$ cat src/rtl/complement_serial.sv
// Serial complement unit: converts a W-bit operand CHUNK bits per cycle (pass,
// ones' complement, two's negate, sign-magnitude to two's complement).
module complement_serial #(
  parameter int unsigned W     = 16,
  parameter int unsigned CHUNK = 4
) (
  input  logic         clk,
  input  logic         rst,
  input  logic         start,
  input  logic [1:0]   mode,
  input  logic [W-1:0] a,
  output logic         ready,
  output logic         done,
  output logic [W-1:0] result,
  output logic         ovf,
  output logic         zero
);

  localparam int unsigned N  = W / CHUNK;
  localparam int unsigned CW = (N > 1) ? $clog2(N) : 1;
  localparam logic [W-1:0] MIN_NEG = {1'b1, {(W-1){1'b0}}};

  typedef enum logic {IDLE, RUN} state_t;

  state_t         state_q, state_d;
  logic [W-1:0]   a_q;
  logic [1:0]     mode_q;
  logic           carry_q;
  logic [CW-1:0]  cnt_q;
  logic [W-1:0]   acc_q, acc_d;
  logic [W-1:0]   op_word;
  logic [CHUNK-1:0] op_slice;
  logic [CHUNK:0] sum;
  logic           neg_sm, invert, add, cin, last;

  // Negative sign-magnitude operands become a negate of the magnitude, so every
  // mode reduces to optional invert plus optional +1 injected at the LSB slice.
  always_comb begin
    neg_sm   = (mode_q == 2'b11) && a_q[W-1];
    op_word  = neg_sm ? {1'b0, a_q[W-2:0]} : a_q;
    invert   = (mode_q == 2'b01) || (mode_q == 2'b10) || neg_sm;
    add      = (mode_q == 2'b10) || neg_sm;
    cin      = (cnt_q == '0) ? 1'b1 : carry_q;
    op_slice = op_word[cnt_q*CHUNK +: CHUNK];
    sum      = {1'b0, (invert ? ~op_slice : op_slice)} + {{CHUNK{1'b0}}, (add & cin)};
    acc_d    = acc_q;
    acc_d[cnt_q*CHUNK +: CHUNK] = sum[CHUNK-1:0];
    last     = (cnt_q == CW'(N-1));
  end

  always_comb begin
    state_d = state_q;
    case (state_q)
      IDLE: if (start) state_d = RUN;
      RUN:  if (last)  state_d = IDLE;
      default: state_d = IDLE;
    endcase
  end

  always_ff @(posedge clk or posedge rst) begin
    if (rst) state_q <= IDLE;
    else     state_q <= state_d;
  end

  always_ff @(posedge clk or posedge rst) begin
    if (rst) begin
      a_q     <= '0;
      mode_q  <= '0;
      carry_q <= 1'b0;
      cnt_q   <= '0;
      acc_q   <= '0;
      result  <= '0;
      ovf     <= 1'b0;
      zero    <= 1'b0;
      done    <= 1'b0;
    end else begin
      done <= 1'b0;
      case (state_q)
        IDLE: begin
          if (start) begin
            a_q     <= a;
            mode_q  <= mode;
            carry_q <= 1'b0;
            cnt_q   <= '0;
            acc_q   <= '0;
          end
        end
        RUN: begin
          carry_q <= sum[CHUNK];
          acc_q   <= acc_d;
          cnt_q   <= cnt_q + 1'b1;
          if (last) begin
            cnt_q  <= '0;
            result <= acc_d;
            ovf    <= (mode_q == 2'b10) && (a_q == MIN_NEG);
            zero   <= (acc_d == '0);
            done   <= 1'b1;
          end
        end
        default: ;
      endcase
    end
  end

  assign ready = (state_q == IDLE);

endmodule

$ cat config.mk
export PLATFORM = sky130hd
export DESIGN_NAME = complement_serial
export DESIGN_NICKNAME = d
export VERILOG_FILES = /design/src/rtl/complement_serial.sv
export SDC_FILE = /design/constraint.sdc
export NUM_CORES = 1
export LEC_CHECK = 0
export CORE_ASPECT_RATIO = 1.75
export CORE_MARGIN = 3
export CORE_UTILIZATION = 44
export CTS_BUF_LIST = sky130_fd_sc_hd__clkbuf_8 sky130_fd_sc_hd__clkbuf_16
export CTS_CLUSTER_DIAMETER = 30
export CTS_CLUSTER_SIZE = 25
export DETAILED_ROUTE_END_ITERATION = 12
export MAX_ROUTING_LAYER = met4
export PLACE_DENSITY = 0.76
export SLEW_MARGIN = 5
export SYNTH_ARGS = -nofsm -noshare
export SYNTH_HDL_FRONTEND = slang
export SYNTH_SLANG_ARGS = --single-unit
export TNS_END_PERCENT = 5
$ cat constraint.sdc
create_clock -name clk -period 6.51 [get_ports clk]
set_input_delay 1.302 -clock clk [delete_from_list [all_inputs] [get_ports clk]]
set_output_delay 1.302 -clock clk [all_outputs]
set_load 0.05 [all_outputs]
# [Yosys cells after proc, flatten, opt, wreduce, memory -nomap -nowiden]
# Index checks and enable logic that the tools add are counted.
[totals] n_memories=0 latchBits=0 ramBits=0 ff_bits=57 rom_bits=0 inputBits=21
[op_classes] bitwise_logic=3 magnitude_cmp=0 n_mul=0 reduce_logical=9 n_div=0 eq_ne=6 shift=3 muxes=16 addsub=3
[ops] operator="negation 4 -> 34 bit" n=1
[ops] operator="variable shift 4 x 34 -> 16 bit (first input constant)" n=1
[ops] operator="variable part select 4 x 34 -> 16 bit" n=1
[ops] operator="2-to-1 mux 16 bit" n=2
[ops] operator="case mux 16 bit (2 select lines)" n=1
[ops] operator="bitwise mux 16 bit" n=1
[ops] operator="equality test 16 bit (second input constant)" n=1
[ops] operator="logical NOT 16 bit" n=1
[ops] operator="variable part select 16 x 5 -> 4 bit" n=1
[ops] operator="equality test 2 bit (second input constant)" n=3
[ops] operator="2-to-1 mux 1 bit" n=6
[ops] operator="adder 4 x 1 -> 5 bit" n=1
[ops] operator="2-to-1 mux 2 bit" n=2
[ops] operator="2-to-1 mux 4 bit" n=1
[ops] operator="NOT 4 bit" n=1
[ops] operator="case mux 1 bit (2 select lines)" n=2
[ops] operator="case mux 2 bit (2 select lines)" n=1
[ops] operator="AND reduction 2 bit" n=2
[ops] operator="logical OR 1 bit" n=3
[ops] operator="adder 2 x 1 -> 2 bit (second input constant)" n=1
[ops] operator="equality test 2 x 1 -> 1 bit (second input constant)" n=1
[ops] operator="logical AND 1 bit" n=2
[ops] operator="logical NOT 2 bit" n=1
[ops] operator="!= test 2 bit (second input constant)" n=1
[ops] operator="2 further kinds" n=2

# [Logic depth before layout (Yosys ltp)]
# Gate-level depths: netlist (run 1).
[depth] ltp_word=10 depth_mapped=12 mapped_depth_nobuf=11

# [Worst setup path after synthesis (run 1)]
# OpenSTA, ideal clock, no wires.
[synth_path] kind="reg2reg" start="register cnt_q[0]" end="register zero" setup_time_ns=0.126 synth_period_minus_slack_ns=2.897 t_arrival_ns=2.771 setup_slack_ns=3.613 stages_incl_launch_ff=11 path_buffers=1 path_cell_list="dfrtp_1 -> buf_4 -> mux4_2 -> xnor2_1 -> ha_1 -> ha_1 -> nor4bb_1 -> mux2i_1 -> and4_1 -> and3_1 -> a221o_1"
[synth_between] elab_chain_len=7 elab_cells_between_ends=14
[synth_lines] item="from (decl)" line_no="29" source="logic [CW-1:0] cnt_q;"
[synth_lines] item="from (signal assigned)" line_no="91" source="cnt_q <= cnt_q + 1'b1;"
[synth_lines] item="variable part select 16 x 5 -> 4 bit or logical NOT 2 bit (tied branches)" line_no="44, 43"
[synth_lines] item="NOT 4 bit or 2-to-1 mux 1 bit (tied branches)" line_no="45, 43"
[synth_lines] item="2-to-1 mux 4 bit or AND 1 bit (tied branches)" line_no="45" source="sum = {1'b0, (invert ? ~op_slice : op_slice)} + {{CHUNK{1'b0}}, (add & cin)};"
[synth_lines] item="adder 4 x 1 -> 5 bit" line_no="45"
[synth_lines] item="variable part select 4 x 34 -> 16 bit" line_no="47" source="acc_d[cnt_q*CHUNK +: CHUNK] = sum[CHUNK-1:0];"
[synth_lines] item="bitwise mux 16 bit" line_no="47"
[synth_lines] item="logical NOT 16 bit" line_no="96" source="zero <= (acc_d == '0);"
[synth_lines] item="to (signal assigned)" line_no="96"
[synth_lines] item="to (decl)" line_no="16" source="output logic zero"
# Several ways; a longest one is shown, not always the timed one.
# A chain may end at the register's enable or synchronous reset.

# [Worst setup path in the final report (run 1)]
[layout_path] start="register state_q" end="output ready"
[layout_between] elab_chain_len=1
[layout_lines] item="from (decl)" line_no="25" source="state_t state_q, state_d;"
[layout_lines] item="from (signal assigned)" line_no="62" source="else state_q <= state_d;"
[layout_lines] item="NOT 1 bit (no line)"
[layout_lines] item="to (decl)" line_no="12" source="output logic ready,"
# No other way between the ends.

==> key figures, run 1 <==
Clock network
  – Root Driver: clkbuf_8
  – Clock transition at path regs: about 0.060 ns
  – H-tree levels: 3
  – Post-CTS setup buffer count: 0
  – Sink Count: between 50 and 60
  – Worst-Skew Late Latency: about 0.35 ns
  – CTS tree: yes
  – # hold bufs at CTS: 0
  – Clk buf depth: 2
  – CTS buffer count: 9
  – Resize count post-CTS: 0

STA
  – Worst Tran Pin Value: 0.9768 ns
  – Worst Skew: approximately 0.0065 ns
  – FMAX: 258.8 MHz
  – RSZ-0062 raised after global routing: false
  – Max-slew headroom: between 30% and 40%
  – Minimum clock period: a little under 4 ns
  – Max-slew violation count: 0
  – Final TNS setup: 0 ns
  – Final setup violation count: 0
  – Final Hold Fails: 0
  – Final worst path period share: 59.35%

Placed design
  – Port Buffers: 40
  – Gpl congestion: 0.9314
  – Post-DP HPWL: around 4700 um
  – Area after DPL: approximately 3400 sq um

Yosys
  – Synth warn: 0
  – Syn Nets: 297
  – Post-synth top area cell: dfrtp_1
  – Asr flop ratio synth: 100.0%
  – Register bit count reported by yosys: 57
  – Synth Flop Type: dfrtp_1
  – Area share of the largest cell type after synthesis: between 40% and 50%
  – Synth cell types: around 50
  – Top cells by count, synth: 57 x dfrtp_1, 31 x nand2_1, 20 x o21ai_0
  – Syn avg cell area: between 10 and 15 sq um
  – Sequential area share after synthesis: 49.44%
  – Top-count cell post-synth: dfrtp_1
  – Number of flops mapped to enable cells by yosys: 0
  – Netlist Area Pre-Place: just under 3000 sq um
  – Top cells by area, synth: dfrtp_1 49%, mux2_2 6.6%, ha_1 4.3%, nand2_1 4.0%, o21ai_0 3.5%
  – Synthesized instance count: roughly 270

Power
  – Total power: around 0.0020 W
  – Switching power: 0.0009341 W
  – Power per cell area: about 580 nW/um^2
  – Internal power: between 0.001 and 0.0015 W
  – Seq pwr share: 32.0%
  – Worst vdd ir: approximately 0.3 mV
  – P_leak: around 1.5 nW
  – Switching power share of the total: a little under half
  – Clock share of power: between 10 and 15%
  – Comb power frac: 54.3%

Floorplan
  – DIE HEIGHT: 113.1 um
  – # IOs: 41
  – Die area: 7604 sq um
  – Initial core utilization: roughly 46%
  – Num rows: 38
  – Core area: 6276 sq um
  – Chip Width: 67.22 um

Setup path
  – Critical Path AT: between 2 and 3 ns
  – Top delay family on crit path: buffers and inverters
  – Critical path class: register to output pin
  – Buf+Inv Stages, Crit Path: 2
  – Worst Setup Start Kind: register
  – Slowest cell on crit path: clkdlybuf4s50_1
  – CP Capture Type: output pin
  – Critical path's largest stage delay: ~0.94 ns
  – Crit path cell chain: inv_1 > clkdlybuf4s50_1
  – Peak fanout along the critical path: 25
  – Worst Path Required: between 5 and 6 ns

Final layout
  – Layout cells sized above 1: approximately an eighth
  – Post-layout nets: 338
  – Util after Layout: 56.00%
  – Antenna Cells: 0
  – Area Growth Syn to Fin: 21.81%
  – Finished Cell Area: 3515 sq um
  – Fill cells: between 500 and 600

Job
  – Max-Cap Viols: 0

Global routing
  – Gr usage total: roughly 20%
  – First-pass GRT wire length: between 10000 and 15000 um
  – Grt total ovfl: 0
  – Largest net degree at the start of global routing: 58
  – Vias in the first global route: ~2200
  – Initial antenna violation count: 0

Drt
  – Post-DRT Antenna Nets: 0
  – Post-Route WL: ~6400 um
  – Vias: 2219
  – Via density: ~5.7
  – Initial DRT Pass Iterations: 4
  – DR WL/cell: approximately 16 um
  – Initial DRC Count: between 150 and 200
  – DRC viols: 0

Status
  – Status: completed

Hold path
  – Class of the worst hold path: register to register
-- metrics by stage --
step / setup WS, ns / instances / hold WS [ns]
floorplan: 3.613 / 266 / 0.4867
global placement: 3.103 / 376 / 0.4610
detailed placement: 3.034 / 376 / 0.4699
CTS: 2.660 / 390 / 0.4826
global route: 2.516 / 390 / 0.4985
finish: 2.647 / 390 / 0.4748
-- layer usage --
| metal | routed length (um) | global-route usage [%] |
|---|---|---|
| met4 | 269 | 11.52 |
| met5 | 0 | - |
| met2 | 3565 | 33.51 |
| met1 | 2321 | 19.96 |
| met3 | 241 | 5.164 |
-- layout by cell type, fill, tap and decap left out, types with 3 or more instances in the layout --
cell type	count
o21bai_1	3
o21ai_0	20
and3_1	6
a21oi_1	7
nor3b_1	6
inv_1	17
clkbuf_8	11
nand3_1	3
a22oi_1	9
clkdlybuf4s50_1	40
xnor2_1	4
a31oi_1	4
ha_1	10
mux2_2	17
o22ai_1	11
nor2_1	7
dfrtp_1	57
nand2_1	31
o31ai_1	6
mux2i_1	3
-- worst paths after layout --
kind,startpoint,to,slack [ns],cells past startpoint
max,state_q,ready,2.65,2
min,result[2],result[2],0.47,2
max reg2reg,cnt_q[0],zero,3.33,9
min reg2reg,result[2],result[2],0.47,2
max in group asynchronous,rst,result[7],4.58,3
min in group asynchronous,rst,a_q[3],1.45,3
-- power groups by stage --
stage | logic [W] | clock network [W] | registers (W)
3_3_place_gp | 0.00108 | 0 | 0.000651
4_1_cts | 0.00111 | 0.000287 | 0.000655
3_5_place_dp | 0.00110 | 0 | 0.000662
2_1_floorplan | 0.000696 | 0 | 0.000750
6_report | 0.00111 | 0.000280 | 0.000653
5_1_grt | 0.00120 | 0.000304 | 0.000680
-- registers in the layout (all words and copies together), names as in the netlist --
| register | cells |
|---|---|
| a_q | 16 |
| acc_q | 16 |
| result | 16 |
| cnt_q | 2 |
| mode_q | 2 |
| carry_q | 1 |
| done | 1 |
| ovf | 1 |
| state_q | 1 |
| zero | 1 |
-- worst register-to-register path, cell delays in order (launching register included) --
cell and delay (ns):
dfrtp_1 0.69, mux4_2 0.59, xnor2_1 0.14, ha_1 0.23
ha_1 0.37, nor4bb_1 0.23, mux2i_1 0.17, and4_1 0.18
and3_1 0.16, a221o_1 0.31
-- layout make-up --
class	count	area (sq um)	share of cell area, %
Sequential cell	57	1426	40.58
Multi-Input combinational cell	182	1354	38.52
Timing Repair Buffer	42	415.4	11.82
Clock buffer	11	151.4	4.308
Tap cell	80	100.1	2.848
Inverter	15	56.30	1.602
Clock inverter	3	11.26	0.3204
-- kinds of logic (layout without fill, tap and decap cells) --
group / after synthesis / count (layout) / share of synthesized area [%]
flops: 57 / 57 / 49.44
xor+xnor: 6 / 6 / 2.559
fa+ha+maj: 10 / 10 / 4.337
buf+inv: 27 / 71 / 3.643
simple gates: 72 / 72 / 13.44
compound gates: 70 / 70 / 15.52
mux: 24 / 24 / 11.06
Power figures use the tool's default switching activity.
==> run 2: changes to the inputs <==
--- a/config.mk
+++ b/config.mk
@@ -13,7 +13,7 @@
 export CTS_CLUSTER_SIZE = 25
 export DETAILED_ROUTE_END_ITERATION = 12
 export MAX_ROUTING_LAYER = met4
-export PLACE_DENSITY = 0.76
+export PLACE_DENSITY = 0.78
 export SLEW_MARGIN = 5
 export SYNTH_ARGS = -nofsm -noshare
 export SYNTH_HDL_FRONTEND = slang
==> constraint.sdc (replaced) <==
create_clock -name clk -period 3.52 [get_ports clk]
set_input_delay 0.704 -clock clk [delete_from_list [all_inputs] [get_ports clk]]
set_output_delay 0.704 -clock clk [all_outputs]
set_load 0.05 [all_outputs]
==> run 2 against run 1 <==
  * Total power is 90% higher
  * Clock skew is 0.0020 ns higher
  * Highest routed layer unchanged
  * Global-route usage is 0.51 points higher
==> key figures, run 2 (synthesis results as in run 1) <==
STA
  – Minimum clock period: around 3.2 ns
  – Worst Tran Pin Value: a little under 0.7 ns
  – Final setup violation count: 0
  – Final worst path period share: just over 90%
  – Worst Skew: approximately 0.0084 ns
  – Final TNS setup: 0 ns
  – FMAX: slightly above 300 MHz
  – RSZ-0062 raised after global routing: false
  – Final Hold Fails: 0
  – Max-slew violation count: 0
  – Max-slew headroom: 53.91%
  – Final Worst Setup Slack: approximately 0.29 ns

Global routing
  – Vias in the first global route: roughly 2200
  – First-pass GRT wire length: approximately 11000 um
  – Largest net degree at the start of global routing: 35
  – Grt total ovfl: 0
  – Initial antenna violation count: 0
  – Gr usage total: 20.37%

Final layout
  – Post-layout nets: around 340
  – Top Registers: a_q x16, acc_q x16, result x16
  – Finished Cell Area: about 3600 sq um
  – Leading cell types in the layout, fill and taps excluded: 57 x dfrtp_1, 40 x clkdlybuf4s50_1, 31 x nand2_1
  – Area Growth Syn to Fin: 24.02%
  – Antenna Cells: 0
  – Commonest non-fill, non-tap cell in the layout: dfrtp_1
  – Fill cells: roughly 600
  – Layout cells sized above 1: 13.88%
  – Layout Cells excl Fill: between 300 and 400

Job
  – Max-Cap Viols: 0

Drt
  – DR WL/cell: 16.60 um
  – Post-Route WL: around 6600 um
  – DRC viols: 0
  – Initial DRT Pass Iterations: 4
  – Vias: ~2200
  – Via density: between 5 and 6
  – Initial DRC Count: 206
  – Post-DRT Antenna Nets: 0

Setup path
  – Critical path's largest stage delay: approximately 0.7 ns
  – Buf+Inv Stages, Crit Path: 1
  – Critical path class: register to register
  – Crit path cell chain: inv_1 > ha_1 > nor2_1 > nor2_1 > ha_1 > ha_1 > nor4bb_1 > mux2i_1 > and4_1 > and3_1 > a221o_1
  – Slowest cell on crit path: dfrtp_1
  – Top cell by count, worst path: ha_1
  – Peak fanout along the critical path: 17
  – Worst Path Required: ~3.7 ns
  – Top delay family on crit path: adder cells
  – Worst Setup Start Kind: register
  – Critical Path AT: approximately 3.5 ns
  – CP Capture Type: register

Placed design
  – Gpl congestion: around 0.89
  – Post-DP HPWL: between 4000 and 5000 um
  – Pre-CTS setup slack: around 0.35 ns
  – Placed cells: approximately 380
  – Port Buffers: 40
  – Area after DPL: 3390 sq um

Clock network
  – CTS buffer count: 9
  – H-tree levels: 3
  – Post-CTS setup buffer count: 0
  – CTS tree: yes
  – Worst-Skew Late Latency: between 0.3 and 0.4 ns
  – Clk buf depth: 2
  – Clock transition at path regs: about 0.060 ns
  – Resize count post-CTS: 0
  – # hold bufs at CTS: 0
  – Sink Count: 57
  – Root Driver: clkbuf_8

Power
  – Worst vdd ir: approximately 0.65 mV
  – P_leak: between 1.5 and 2 nW
  – Power per cell area: ~1100 nW/um^2

Status
  – Status: completed

Floorplan
  – DIE HEIGHT: ~110 um
  – Die area: 7604 sq um
  – Core area: 6276 sq um
  – Initial core utilization: a little under half
  – Chip Width: around 67 um
  – Num rows: 38
  – # IOs: just over 40

Hold path
  – Class of the worst hold path: register to register
## run 2: changes by cell type in the layout (fill, tap and decap cells not counted)
cell | before | now
buf_4 | 2 | 7
clkinv_2 | 0 | 2
bufinv_16 | 0 | 1
clkbuf_8 | 11 | 10
## run 2: layout make-up
| class | count | area [sq um] | share of cell area, % |
|---|---|---|---|
| clock inverter | 6 | 51.30 | 1.434 |
| inverter | 15 | 56.30 | 1.573 |
| tap | 80 | 100.1 | 2.797 |
| clock buffer | 10 | 137.6 | 3.846 |
| sequential | 57 | 1426 | 39.86 |
| timing repair buffer | 47 | 452.9 | 12.66 |
| multi-input combinational | 182 | 1354 | 37.83 |
## run 2: power breakdown
group	internal, W	switching [W]	total [W]
Combinational	0.000864	0.00123	0.00209
Clock	0.000335	0.000243	0.000578
Sequential	0.000935	0.000285	0.00122
Total	0.00213	0.00175	0.00389
## run 2: worst register-to-register path: stages, from the launching register on
cell      delay [ns]
dfrtp_1         0.70
inv_1           0.19
ha_1            0.34
nor2_1          0.14
nor2_1          0.06
ha_1            0.24
ha_1            0.39
nor4bb_1        0.24
mux2i_1         0.16
and4_1          0.19
and3_1          0.16
a221o_1         0.31
## run 2: through the flow
stage / power, W / utilization, % / hold WS [ns]
floorplan: 0.002673 / - / 0.4867
global placement: 0.003237 / 54.01 / 0.4624
detailed placement: 0.003294 / 54.01 / 0.4711
CTS: 0.003898 / 57.02 / 0.4849
global route: 0.004166 / 57.02 / 0.5016
finish: 0.003889 / 57.02 / 0.4766
## run 2: final timing paths
path,start,endpoint,slack (ns),cells after the start
min reg2reg,result[5],result[5],0.48,2
max in group asynchronous,rst,result[9],2.24,3
min in group asynchronous,rst,result[11],0.64,2
min,result[5],result[5],0.48,2
max reg2reg,cnt_q[0],zero,0.29,11
max,cnt_q[0],zero,0.29,11
## run 2: metal layers
layer / track usage, % / up-vias / share of wire, %
li1: - / 1066 / -
met1: 21.89 / 1080 / 36
met2: 33.38 / 71 / 55
met3: 5.263 / 23 / 4.6
met4: 10.98 / 0 / 3.9
met5: - / - / 0
